==> config.mk <==
export PLATFORM = sky130hd
export DESIGN_NAME = pwm_output_bank
export DESIGN_NICKNAME = d
export VERILOG_FILES = /design/src/rtl/pwm_pkg.sv /design/src/rtl/pwm_timebase.sv /design/src/rtl/pwm_output_bank.sv
export SDC_FILE = /design/constraint.sdc
export NUM_CORES = 1
export LEC_CHECK = 0
export CAP_MARGIN = 20
export CORE_MARGIN = 2
export CORE_UTILIZATION = 50
export CTS_BUF_LIST = sky130_fd_sc_hd__clkbuf_16
export DETAILED_ROUTE_END_ITERATION = 6
export DONT_BUFFER_PORTS = 1
export PLACE_DENSITY_LB_ADDON = 0.12
export SLEW_MARGIN = 20
export SYNTH_ARGS = -nofsm -noshare
export SYNTH_HDL_FRONTEND = slang
export SYNTH_HIERARCHICAL = 1
export SYNTH_SLANG_ARGS = --single-unit
==> constraint.sdc <==
create_clock -name clk -period 5.3 [get_ports clk]
set_input_delay 0.53 -clock clk [delete_from_list [all_inputs] [get_ports clk]]
set_output_delay 0.53 -clock clk [all_outputs]
set_load 0.05 [all_outputs]
==> src/rtl/pwm_pkg.sv <==
// pwm_pkg: shared widths, constants and types for the PWM output bank.
// Imported by pwm_timebase and pwm_output_bank.
package pwm_pkg;

  localparam int CNT_W   = 8;
  localparam int DIV_W   = 4;
  localparam int NUM_GEN = 4;
  localparam int NUM_OUT = 8;

  localparam logic [CNT_W-1:0] DUTY_ALWAYS_HIGH = 8'hFF;
  localparam logic [CNT_W-1:0] CNT_MAX          = 8'hFF;

  typedef logic [1:0] sel_t;

  // 255 is full-on so that "always high" has no single low tick
  function automatic logic gen_level(
    input logic [CNT_W-1:0] cnt,
    input logic [CNT_W-1:0] duty
  );
    return (duty == DUTY_ALWAYS_HIGH) || (cnt < duty);
  endfunction

endpackage

==> src/rtl/pwm_timebase.sv <==
// pwm_timebase: shared prescaler and 8-bit period counter.
// Emits tick, period boundary and the post-reset first-tick flag.
module pwm_timebase
  import pwm_pkg::*;
(
  input  logic             clk,
  input  logic             rst,
  input  logic [DIV_W-1:0] div_in,
  output logic [CNT_W-1:0] cnt,
  output logic             tick,
  output logic             boundary,
  output logic             first
);

  logic [DIV_W-1:0] presc;
  logic [DIV_W-1:0] div_sh;

  assign tick     = (presc == div_sh);
  assign boundary = tick && (cnt == CNT_MAX);

  // Prescaler, period counter and divider shadow load
  always_ff @(posedge clk) begin
    if (rst) begin
      presc  <= '0;
      cnt    <= '0;
      div_sh <= '0;
      first  <= 1'b1;
    end else begin
      presc <= tick ? '0 : presc + 1'b1;
      if (tick) begin
        cnt <= cnt + 1'b1;
      end
      if (boundary || (tick && first)) begin
        div_sh <= div_in;
        first  <= 1'b0;
      end
    end
  end

endmodule

==> src/rtl/pwm_output_bank.sv <==
// pwm_output_bank: 4 shadowed PWM generators and an 8-output crossbar.
// Build option PWM_PERIOD_STROBE_EN adds the period_strobe output.
module pwm_output_bank
  import pwm_pkg::*;
(
  input  logic               clk,
  input  logic               rst,
  input  logic [NUM_OUT-1:0] reg_en_out,
  input  logic [NUM_OUT-1:0] reg_en_pwm_out,
  input  logic [7:0]         reg_out_3_0_pwm_chanel,
  input  logic [7:0]         reg_out_7_4_pwm_chanel,
  input  logic [CNT_W-1:0]   reg_pwm_gen_1_duty_cycle,
  input  logic [CNT_W-1:0]   reg_pwm_gen_2_duty_cycle,
  input  logic [CNT_W-1:0]   reg_pwm_gen_3_duty_cycle,
  input  logic [CNT_W-1:0]   reg_pwm_gen_4_duty_cycle,
  input  logic [DIV_W-1:0]   reg_pwm_frequency_divider,
  output logic [NUM_OUT-1:0] pwm_out
`ifdef PWM_PERIOD_STROBE_EN
  ,
  output logic               period_strobe
`endif
);

  logic [CNT_W-1:0] cnt;
  logic             tick;
  logic             boundary;
  logic             first;
  logic             load;

  logic [NUM_GEN-1:0][CNT_W-1:0] duty_in;
  logic [NUM_GEN-1:0][CNT_W-1:0] duty_sh;
  logic [NUM_GEN-1:0]            pwm;
  logic [15:0]                   sel_all;
  logic [NUM_OUT-1:0]            nxt;

  pwm_timebase u_tb (
    .clk      (clk),
    .rst      (rst),
    .div_in   (reg_pwm_frequency_divider),
    .cnt      (cnt),
    .tick     (tick),
    .boundary (boundary),
    .first    (first)
  );

  assign load    = boundary || (tick && first);
  assign sel_all = {reg_out_7_4_pwm_chanel, reg_out_3_0_pwm_chanel};
  assign duty_in = {reg_pwm_gen_4_duty_cycle,
                    reg_pwm_gen_3_duty_cycle,
                    reg_pwm_gen_2_duty_cycle,
                    reg_pwm_gen_1_duty_cycle};

  // Duty shadows follow the inputs only at a period boundary
  always_ff @(posedge clk) begin
    if (rst) begin
      duty_sh <= '0;
    end else if (load) begin
      duty_sh <= duty_in;
    end
  end

  // Generator comparators
  always_comb begin
    pwm = '0;
    for (int g = 0; g < NUM_GEN; g++) begin
      pwm[g] = gen_level(cnt, duty_sh[g]);
    end
  end

  // Crossbar: enable, then mode, then selected generator
  always_comb begin
    sel_t sel;
    nxt = '0;
    sel = '0;
    for (int i = 0; i < NUM_OUT; i++) begin
      sel = sel_all[2*i +: 2];
      priority case (1'b1)
        !reg_en_out[i]:     nxt[i] = 1'b0;
        !reg_en_pwm_out[i]: nxt[i] = 1'b1;
        default:            nxt[i] = pwm[sel];
      endcase
    end
  end

  // Registered pins
  always_ff @(posedge clk) begin
    if (rst) begin
      pwm_out <= '0;
    end else begin
      pwm_out <= nxt;
    end
  end

`ifdef PWM_PERIOD_STROBE_EN
  logic bnd_q;

  // Strobe lines up with the pin cycle that shows cnt=0
  always_ff @(posedge clk) begin
    if (rst) begin
      bnd_q         <= 1'b0;
      period_strobe <= 1'b0;
    end else begin
      bnd_q         <= boundary;
      period_strobe <= bnd_q;
    end
  end
`endif

endmodule

# Word level (Yosys, flattened, before mapping)
# Index checks and enable logic that the tools add are counted.
# Widths: inputs -> output; s select.
# op_classes
div,0
n_lt_le_gt_ge,12
reduce_logical,16
add_sub_neg,2
n_eq_ne,6
mul,0
muxes,24
bitwise,8
shift,0
# ops
cell,n
$eq 8x8->1 const B,5
$lt 8x8->1,4
$lt 2x3->1 const B,8
$reduce_or 2->1,9
$bmux 1 s2,8
$mux 1,16
$add 8x1->8 const B,1
$not 1->1,8
$logic_or 1x1->1,5
$add 4x1->4 const B,1
$eq 4x4->1,1
$logic_and 1x1->1,2
# totals
word_cells,84
latch_bits,0
ram_bits,0
ff_bits,57
inputBits,70
mem_count,0
rom_bits,0
output_inout_bits,8

# Depth between registers and ports, before layout
# Gate-level depths: netlist of the first run.
# logic_depth
ltp_word,5
ltp_mapped,8
mapped_depth_nobuf,8

# By module
# The synthesis of the first run kept the hierarchy.
# by_module_without_submodules
mod,cells_per_inst,instances,seq_area_each_um2,area_per_inst_um2
pwm_output_bank,331,1,800.8,2491.1
pwm_timebase,84,1,340.3,808.3

# Least setup slack after synthesis of the first run
# OpenSTA, ideal clock, no wires.
# synth_path
kind,reg2reg
start,register u_tb.cnt[2]
end,register pwm_out[1]
synth_period_minus_slack_ns,1.823
slack_ns,3.477
path_buffers,0
stages_incl_launch_ff,7
arrival_time_ns,1.687
setup_ns,0.136
cell_sequence,dfxtp_1 -> ha_1 -> o21ai_0 -> a2111oi_0 -> a2111oi_2 -> nor2_2 -> a211oi_1
# synth_via
elab_chain_cells,5
word_cells_on_any_way,11
cone_classes,order compare: 4; mux: 3; reduce/logical: 4
# synth_lines
element,line_no,rtl
from (decl),pwm_timebase.sv:9,"output logic [CNT_W-1:0] cnt,"
from (signal assigned),pwm_timebase.sv:31,cnt <= cnt + 1'b1;
$lt 8x8->1,pwm_pkg.sv:20,return (duty == DUTY_ALWAYS_HIGH) || (cnt < duty);
$logic_or 1x1->1,pwm_pkg.sv:20,
$bmux 1 s2 *,pwm_output_bank.sv:80,default: nxt[i] = pwm[sel];
$mux 1 (not written as such) *,pwm_output_bank.sv:80,
$mux 1 *,pwm_output_bank.sv:77,priority case (1'b1)
to (signal assigned),pwm_output_bank.sv:90,pwm_out <= nxt;
to (decl),pwm_output_bank.sv:17,output logic [NUM_OUT-1:0] pwm_out
# Mark *: on every way between the ends. The rest lies on a longest branch, timed or not. The select of a mux whose other input is x is not followed.
# A chain may end at the register's enable or synchronous reset.

# Worst setup path after layout of the first run
# layout_path
start,register u_tb.cnt[1]
end,register duty_sh[15] (netlist name)
# layout_via
elab_chain_cells,3
# layout_lines
element,line_no,rtl
$eq 8x8->1,pwm_timebase.sv:19,assign boundary = tick && (cnt == CNT_MAX);
$logic_and 1x1->1,pwm_timebase.sv:19,
via boundary,pwm_output_bank.sv:26,logic boundary;
$logic_or 1x1->1,pwm_output_bank.sv:46,assign load = boundary || (tick && first);
to (signal assigned),pwm_output_bank.sv:58,duty_sh <= duty_in;
to (decl),pwm_output_bank.sv:31,logic [NUM_GEN-1:0][CNT_W-1:0] duty_sh;
# The timed path passes the listed nets, and every way through them passes these cells.

==> flow_summary.json, run 1 <==
{
  "status": "finished clean",
  "grt_overflow_total": 0,
  "final_antenna_net_count": 0,
  "fin_crit_ns": 2.50,
  "io_buffers": 0,
  "synth-main-ff-cell": "dfxtp_1",
  "drt_iter0_markers": 131,
  "yosys-top-cells-area": "dfxtp_1 (35%), ha_1 (11%), nand2_1 (9.9%)",
  "r2r_cells": 7,
  "relSlewSlack_pct": 34.9,
  "synth_warnings": 6,
  "die_area_um2": 7270,
  "ys_seq_elements": 57,
  "r2r_end": "duty_sh[15]",
  "pre_cts_ws_ns": 2.79,
  "ioPinCount": 78,
  "ys_top_cells_by_count": "nand2_1 (87), dfxtp_1 (57), a21oi_1 (46)",
  "antenna-diode-count": 0,
  "async_flop_share_pct": 0,
  "netlist_instances": 415,
  "clock_skew_ns": 0.00856,
  "critPathArrivalTime_ns": 2.76,
  "grt_max_degree": 59,
  "hp-class": "in2reg",
  "synth_cell_types": 45,
  "clkSlewWorstSetupHoldPaths_ns": 0.05,
  "grt.total_usage_pct": 22.0,
  "via_count": 2854,
  "syn_to_final_growth_pct": 11.2,
  "highest_layer": "met4",
  "met2_length_um": 3460,
  "postCtsHoldBufs": 0,
  "cap_violations": 0,
  "ctsResizeCount": 0,
  "nNetsFinal": 514,
  "synth_enable_flop_cells": 0,
  "cts_tree": "built",
  "cts_root_buffer": "clkbuf_16",
  "syn-cell-area_um2": 3300,
  "cp_max_fo": 32,
  "gp_congestion": 0.747,
  "num_rows": 29,
  "die_h_um": 85.2,
  "worstSetupPathType": "reg2reg",
  "initial_core_util_pct": 52.0,
  "wl_met3_um": 527,
  "setup-violations-final": 0,
  "power.leakage_nw": 1.39,
  "cts_sinks": 57,
  "slew_violations": 0,
  "fin_util_pct": 57.8,
  "cts_htree_levels": 3,
  "antenna_found_initial": 0,
  "first_pass_iters": 4,
  "wl_met1_um": 3250,
  "worstSetupEndpointType": "register",
  "reg2reg_from": "u_tb/cnt[1]",
  "power_w": 0.00241,
  "rsz0062_at_grt": "no",
  "tightest_slew_ns": 0.977,
  "core_um2": 6350,
  "p_per_area_nw_per_um2": 657,
  "dpl.hpwl_um": 5170,
  "die_w_um": 85.2,
  "syn_nets": 515,
  "worstHoldPathCells": 1,
  "avgSynthCellArea_um2": 7.95,
  "grt_pass1_vias": 2795,
  "worst_slack_ns": 2.80,
  "fmax_mhz": 399,
  "crit_required_ns": 5.56,
  "layout-drive-gt1-share_pct": 7.16,
  "hold_ws_ns": 0.272,
  "yosys.area.top_type": "dfxtp_1",
  "clk_latency_ns": 0.32,
  "finalHoldViolations": 0,
  "post-route-period-util_pct": 47.3,
  "synth.top_cell.area_share_pct": 34.6,
  "wire_per_inst_um": 14.8,
  "ir_drop_uv": 438,
  "tns_ns": 0,
  "startpoint_type": "register",
  "regToRegSetupSlack_ns": 2.80,
  "cts_setup_buffers": 0,
  "viasPerCell": 5.75,
  "min_from": "rst",
  "n_fill_cell": 609,
  "cts_max_path_buffers": 2,
  "synth.most_common_cell": "nand2_1",
  "yosysSeqAreaShare_pct": 34.6,
  "grt_pass1_wl_um": 12700,
  "numCtsBuffers": 9,
  "routed_wl_um": 7360,
  "hold_end": "u_tb/cnt[6]",
  "drc_errors": 0
}
## cell families after synthesis
kind of cell             share of synthesized area [%]
adder cells (fa/ha/maj)                           11.4
XOR/XNOR                                          2.77
flip-flops                                        34.6
buffers and inverters                             5.61
multiplexers                                      1.52
AND/OR/NAND/NOR                                   26.1
AO/OA/AOI/OAI                                     18.1
## state kept, by name (all words and copies together), names as in the netlist
name,cells
duty_sh,32
u_tb/cnt,8
u_tb/presc,4
u_tb/div_sh,4
pwm_out,8
u_tb/first,1
## worst max path at each step
stage,from,end,cells past startpoint
global placement,u_tb/cnt[1],duty_sh[27],7
floorplan,u_tb/cnt[2],pwm_out[1],6
global route,u_tb/cnt[1],duty_sh[18],7
detailed placement,u_tb/cnt[1],duty_sh[15],7
CTS,u_tb/cnt[1],duty_sh[15],7
finish,u_tb/cnt[1],duty_sh[15],7
## worst max-delay path, stage by stage (launching register included)
cell and delay [ns]:
dfxtp_1 0.49, ha_1 0.29, nand3_1 0.09, or2_2 0.31
nor2_1 0.17, a21o_1 0.76, nand2_1 0.14, a21oi_1 0.17
## where the power goes
| part | internal (W) | leakage [nW] | total [W] | switching [W] |
|---|---|---|---|---|
| clock | 0.000405 | 0.148 | 0.000599 | 0.000193 |
| sequential | 0.000583 | 0.467 | 0.000752 | 0.000169 |
| combinational | 0.000377 | 0.775 | 0.00106 | 0.000680 |
## stage by stage
step | cell area (um2) | instances
after floorplan | 3300 | 415
after global placement | 3360 | 480
after detailed placement | 3360 | 480
after CTS | 3670 | 496
after global routing | 3670 | 496
final | 3670 | 496
## per-layer routing
layer  track usage [%]  up-vias
li1                  -     1448
met2              35.8       79
met4              8.95        0
met3              7.30       12
met1              26.7     1315
met5                 0        -
## cells in the final DEF (no fill, tap or decap), drive strengths merged, types with 2 or more instances in the layout
cell and instances:
a2111oi 4, a211oi 11, a21o 3, a21oi 47, and3 8, bufinv 2, clkbuf 9, clkinv 2
clkinvlp 2, dfxtp 57, ha 30, inv 37, mux2i 5, nand2 87, nand2b 12, nand3 11
nand4 10, nor2 12, nor2b 9, nor3 8, nor3b 7, o21ai 10, o221ai 3, o311ai 7
o31ai 2, or3 4, or4 3, xnor2 5, xor2 2
## layout make-up
cell class | instances | area [um2] | share of cell area (%)
Tap cell | 77 | 96.3 | 2.63
Multi-Input combinational cell | 309 | 1980 | 53.9
Sequential cell | 57 | 1140 | 31.1
Clock buffer | 9 | 225 | 6.14
Clock inverter | 7 | 86.3 | 2.35
Timing Repair Buffer | 1 | 7.51 | 0.205
Inverter | 36 | 135 | 3.68
No activity file was read; power rests on OpenSTA's default activity.
==> run 2: changes to the inputs <==
==> constraint.sdc (replaced) <==
create_clock -name clk -period 2.1 [get_ports clk]
set_input_delay 0.21 -clock clk [delete_from_list [all_inputs] [get_ports clk]]
set_output_delay 0.21 -clock clk [all_outputs]
set_load 0.05 [all_outputs]
==> flow_summary.json, run 2 (synthesis results as in run 1) <==
{
  "mostFrequentLayoutCells": "nand2_1 (87), dfxtp_1 (53), a21oi_1 (45), inv_1 (36), ha_1 (30)",
  "final_antenna_net_count": 0,
  "gp_congestion": 0.753,
  "fmax_mhz": 512,
  "cts_htree_levels": 3,
  "tns_ns": 0,
  "seqPwrFrac_pct": 28.8,
  "dpl.hpwl_um": 5240,
  "worstSetupPathType": "reg2reg",
  "final_cell_count_no_fill": 505,
  "cts_tree": "built",
  "power_w": 0.00659,
  "ir_drop_uv": 974,
  "critPathArrivalTime_ns": 2.19,
  "pwr-share-comb_pct": 48.1,
  "core_um2": 6350,
  "numCtsBuffers": 9,
  "grt.total_usage_pct": 22.0,
  "nNetsFinal": 523,
  "finalHoldViolations": 0,
  "io_buffers": 0,
  "die_area_um2": 7270,
  "cts_root_buffer": "clkbuf_16",
  "grt_max_degree": 42,
  "p_per_area_nw_per_um2": 1730,
  "startpoint_type": "register",
  "initial_core_util_pct": 52.0,
  "routed_wl_um": 7640,
  "slew_violations": 0,
  "drt_iter0_markers": 95,
  "die_h_um": 85.2,
  "first_pass_iters": 4,
  "num_rows": 29,
  "cts_sinks": 57,
  "status": "finished clean",
  "cp_max_fo": 8,
  "hold_ws_ns": 0.0205,
  "top_regs": "duty_sh: 32 flops, pwm_out: 8 flops, u_tb/cnt: 8 flops",
  "wire_per_inst_um": 15.1,
  "netSwitchingPower_w": 0.00276,
  "clock_skew_ns": 0.00456,
  "clkSlewWorstSetupHoldPaths_ns": 0.05,
  "power.share.clock_pct": 23.1,
  "hp-class": "in2reg",
  "crit_required_ns": 2.34,
  "die_w_um": 85.2,
  "viasPerCell": 5.79,
  "grt_overflow_total": 0,
  "ioPinCount": 78,
  "tightest_slew_ns": 0.669,
  "worst_slack_ns": 0.147,
  "largest_reg_flops": 32,
  "worstSetupEndpointType": "register",
  "grt_pass1_vias": 2876,
  "power.leakage_nw": 1.46,
  "grt_pass1_wl_um": 12700,
  "via_count": 2926,
  "antenna-diode-count": 0,
  "seqCellArea_um2": 1150,
  "post-route-period-util_pct": 93.0,
  "n_fill_cell": 570,
  "pre_cts_ws_ns": 0.0398,
  "cap_violations": 0,
  "syn_to_final_growth_pct": 15.4,
  "switching_share_pct": 41.9,
  "antenna_found_initial": 0,
  "relSlewSlack_pct": 55.4,
  "placed_cells": 488,
  "regMostFlops": "duty_sh",
  "fin_crit_ns": 1.95,
  "setup-violations-final": 0,
  "clk_latency_ns": 0.33,
  "layout-drive-gt1-share_pct": 10.7,
  "final_common_cell": "nand2_1",
  "cts_max_path_buffers": 2,
  "drc_errors": 0,
  "multi_input_area_um2": 2000,
  "power.internal_w": 0.00383
}
run 2: what timing repair did:
item | 4_1_cts | 5_1_grt
setup endpoints to repair | 0 | 10
buffers inserted | 0 | 0
hold buffers | 1 | 0
endpoints found under the hold margin | 41 | 0
gates resized for setup | 0 | 11
run 2: area by class of cell:
cell class,instances,share of cell area [%]
multi-input combinational,309,52.6
sequential,57,30.2
clock buffer,9,5.92
inverter,36,3.55
timing repair buffer,10,2.96
tap,77,2.53
clock inverter,7,2.23
run 2: stage by stage:
stage	utilization (%)	area [um2]
floorplan	-	3300
global placement	54.2	3440
detailed placement	54.2	3440
CTS	59.4	3770
global route	60.0	3810
finish	60.0	3810
run 2: worst max-delay path, stage by stage, from the launching register on:
cell       delay [ns]
dfxtp_1          0.51
ha_1             0.32
nand2_1          0.13
nor2_1           0.07
a2111oi_2        0.37
nor2_2           0.08
buf_4            0.18
a211oi_1         0.20
run 2: power groups by stage:
stage / Clock, W / Combinational (W) / Sequential (W)
finish: 0.00152 / 0.00317 / 0.00190
floorplan: 0 / 0.00214 / 0.00183
CTS: 0.00155 / 0.00313 / 0.00190
detailed placement: 0 / 0.00308 / 0.00192
global placement: 0 / 0.00301 / 0.00192
global route: 0.00160 / 0.00357 / 0.00196
run 2: worst paths after layout:
kind / from / endpoint / slack [ns] / cells past startpoint
worst max-delay path: u_tb/cnt[7] / pwm_out[1] / 0.15 / 7
worst min-delay path: reg_pwm_gen_3_duty_cycle[1] / duty_sh[17] / 0.02 / 2
worst max register to register: u_tb/cnt[7] / pwm_out[1] / 0.15 / 7
worst min register to register: duty_sh[21] / duty_sh[21] / 0.45 / 2
run 2: routing by layer:
| layer | vias to the layer above | global-route usage (%) | share of wire [%] |
|---|---|---|---|
| met5 | - | 0 | 0 |
| met4 | 0 | 8.51 | 1.9 |
| met3 | 13 | 7.20 | 6.9 |
| met2 | 84 | 37.8 | 47 |
| li1 | 1470 | - | - |
| met1 | 1359 | 25.2 | 44 |
==> run 3: changes to the inputs <==
--- a/config.mk
+++ b/config.mk
@@ -5,6 +5,7 @@
 export SDC_FILE = /design/constraint.sdc
 export NUM_CORES = 1
 export LEC_CHECK = 0
+export ABC_AREA = 1
 export CAP_MARGIN = 20
 export CORE_MARGIN = 2
 export CORE_UTILIZATION = 50
==> flow_summary.json, run 3 <==
{
  "clkSlewWorstSetupHoldPaths_ns": 0.05,
  "ys_top_cells_by_count": "nand2_1 (100), inv_1 (96), nor2_1 (62)",
  "grt_pass1_wl_um": 14000,
  "seqPwrFrac_pct": 29.0,
  "stdcell_area_um2": 3980,
  "gp_congestion": 0.827,
  "largest_reg_flops": 32,
  "cp_max_fo": 8,
  "regToRegSetupSlack_ns": 0.32,
  "yosys.area.top_type": "dfxtp_1",
  "grt.total_usage_pct": 23.3,
  "r2r_cells": 11,
  "synth-main-ff-cell": "dfxtp_1",
  "top_regs": "duty_sh: 32 flops, pwm_out: 8 flops, u_tb/cnt: 8 flops",
  "power.internal_w": 0.00320,
  "yosys-top-cells-area": "dfxtp_1 (32%), ha_1 (11%), nand2_1 (11%)",
  "rsz0062_at_grt": "no",
  "final_common_cell": "nand2_1",
  "core_um2": 6830,
  "drt_iter0_markers": 141,
  "worstHoldPathCells": 2,
  "grt_pass1_vias": 3033,
  "dpl_cell_area_um2": 3680,
  "die_w_um": 88.1,
  "worstPathCellList": "buf_4, ha_1, nand2_1, nor2_1, nor3_1, nand2_1, nand3_1, nand3_1, nand3_1, nand2_1, inv_1",
  "yosysSeqAreaShare_pct": 32.3,
  "clk_latency_ns": 0.32,
  "mostFrequentLayoutCells": "nand2_1 (100), inv_1 (96), nor2_1 (62), nand3_1 (61), dfxtp_1 (57)",
  "routed_wl_um": 8290,
  "cts_root_buffer": "clkbuf_16",
  "cp.depth": 11,
  "pwr-share-comb_pct": 46.4,
  "nNetsFinal": 622,
  "antenna_found_initial": 0,
  "viasPerCell": 5.10,
  "synth.most_common_cell": "nand2_1",
  "slew_violations": 0,
  "layout-drive-gt1-share_pct": 8.56,
  "netlist_instances": 513,
  "final_antenna_net_count": 0,
  "regMostFlops": "duty_sh",
  "setup-violations-final": 0,
  "hp-class": "in2reg",
  "first_pass_iters": 5,
  "cts_htree_levels": 3,
  "reg2reg_from": "u_tb/cnt[7]",
  "synth_enable_flop_cells": 0,
  "hold_ws_ns": 0.0283,
  "fin_crit_ns": 1.78,
  "tightest_slew_ns": 0.507,
  "p_per_area_nw_per_um2": 1390,
  "power_w": 0.00552,
  "ioPinCount": 78,
  "wire_per_inst_um": 13.3,
  "switching_share_pct": 42.1,
  "die_h_um": 88.1,
  "synth_cell_types": 30,
  "ys_seq_elements": 57,
  "critical-path-max-stage-delay_ns": 0.34,
  "antenna-diode-count": 0,
  "critPathArrivalTime_ns": 1.99,
  "grt_overflow_total": 0,
  "numCtsBuffers": 9,
  "syn_to_final_growth_pct": 12.6,
  "finalHoldViolations": 0,
  "crit_required_ns": 2.31,
  "syn-cell-area_um2": 3530,
  "cap_violations": 0,
  "synth_warnings": 6,
  "critPathBufInv": 2,
  "pre_cts_ws_ns": 0.327,
  "clock_skew_ns": 0.00774,
  "startpoint_type": "register",
  "worstSetupEndpointType": "register",
  "netSwitchingPower_w": 0.00233,
  "ir_drop_uv": 713,
  "async_flop_share_pct": 0,
  "status": "finished clean",
  "num_rows": 30,
  "syn_nets": 613,
  "cts_tree": "built",
  "tns_ns": 0,
  "die_area_um2": 7750,
  "cts_max_path_buffers": 2,
  "grt_max_degree": 39,
  "initial_core_util_pct": 51.7,
  "dpl.hpwl_um": 6060,
  "crit_family": "simple AND/OR/NAND/NOR gates",
  "io_buffers": 0,
  "cp_slowest_cell": "dfxtp_1",
  "avgSynthCellArea_um2": 6.89,
  "r2r_end": "pwm_out[1]",
  "drc_errors": 0,
  "via_count": 3172,
  "hold_end": "duty_sh[8]",
  "post-route-period-util_pct": 84.6,
  "synth.top_cell.area_share_pct": 32.3,
  "cts_sinks": 57,
  "worstSetupPathType": "reg2reg",
  "fmax_mhz": 563,
  "min_from": "reg_pwm_gen_2_duty_cycle[0]",
  "worst_slack_ns": 0.324,
  "relSlewSlack_pct": 66.2,
  "power.share.clock_pct": 24.6,
  "power.leakage_nw": 1.96
}
run 3: changes by cell type after synthesis, sizes merged, moves of 6 or more:
cell	delta
a21oi	-30
o21ai	-6
nor3b	-7
nand2	+25
nor2b	-9
a211oi	+18
inv	+65
nand3	+51
nor2	+53
and3	-8
nand2b	-12
o311ai	-7
run 3: final cells by class:
class                   instances  area, um2
clock buffers                   9        225
clock inverters                 6       50.0
fillers                       657       2850
inverters                     102        395
multi-input cells             342       1930
flip-flops and latches         57       1140
well taps                      96        120
repair buffers                 10        113
run 3: stage by stage:
step	util, %	instances
3_5_place_dp	53.9	606
4_1_cts	58.2	622
2_1_floorplan	-	513
6_report	58.2	622
3_3_place_gp	53.9	606
5_1_grt	58.2	622
run 3: routing by layer:
| metal | part of all wire [%] | GRT usage, % |
|---|---|---|
| met5 | 0 | 0 |
| met2 | 45 | 38.4 |
| met3 | 7.1 | 7.07 |
| met1 | 47 | 29.2 |
| met4 | 1.3 | 7.44 |
run 3: power groups by stage:
stage                     sequential (W)  clock [W]  combinational (W)
after floorplan                  0.00161          0            0.00196
after global placement           0.00162          0            0.00249
after detailed placement         0.00162          0            0.00253
after CTS                        0.00161    0.00139            0.00257
after global routing             0.00164    0.00144            0.00294
final                            0.00160    0.00136            0.00256
run 3: logic make-up (layout without fill, tap and decap cells):
family	Yosys count	in the layout	synth area share (%)
XOR/XNOR	5	5	1.24
adder cells (fa/ha/maj)	30	30	10.6
AND/OR/NAND/NOR	257	257	33.6
flip-flops	57	57	32.3
buffers and inverters	114	127	13.1
AO/OA/AOI/OAI	50	50	9.14
run 3: how the worst max path moves through the flow:
stage             startpoint     endpoint  slack [ns]
6_report         u_tb/cnt[7]   pwm_out[1]        0.32
5_1_grt          u_tb/cnt[7]   pwm_out[4]        0.11
4_1_cts          u_tb/cnt[7]   pwm_out[7]        0.32
3_5_place_dp     u_tb/cnt[7]   pwm_out[7]        0.33
3_3_place_gp     u_tb/cnt[1]   pwm_out[1]        0.38
2_1_floorplan  u_tb/presc[0]  duty_sh[14]        0.50
run 3: what timing repair did:
action                    4_1_cts  5_1_grt
hold endpoints to repair       38        0
gates resized for setup         0        0
setup buffers                   0        0
hold buffers                    1        0
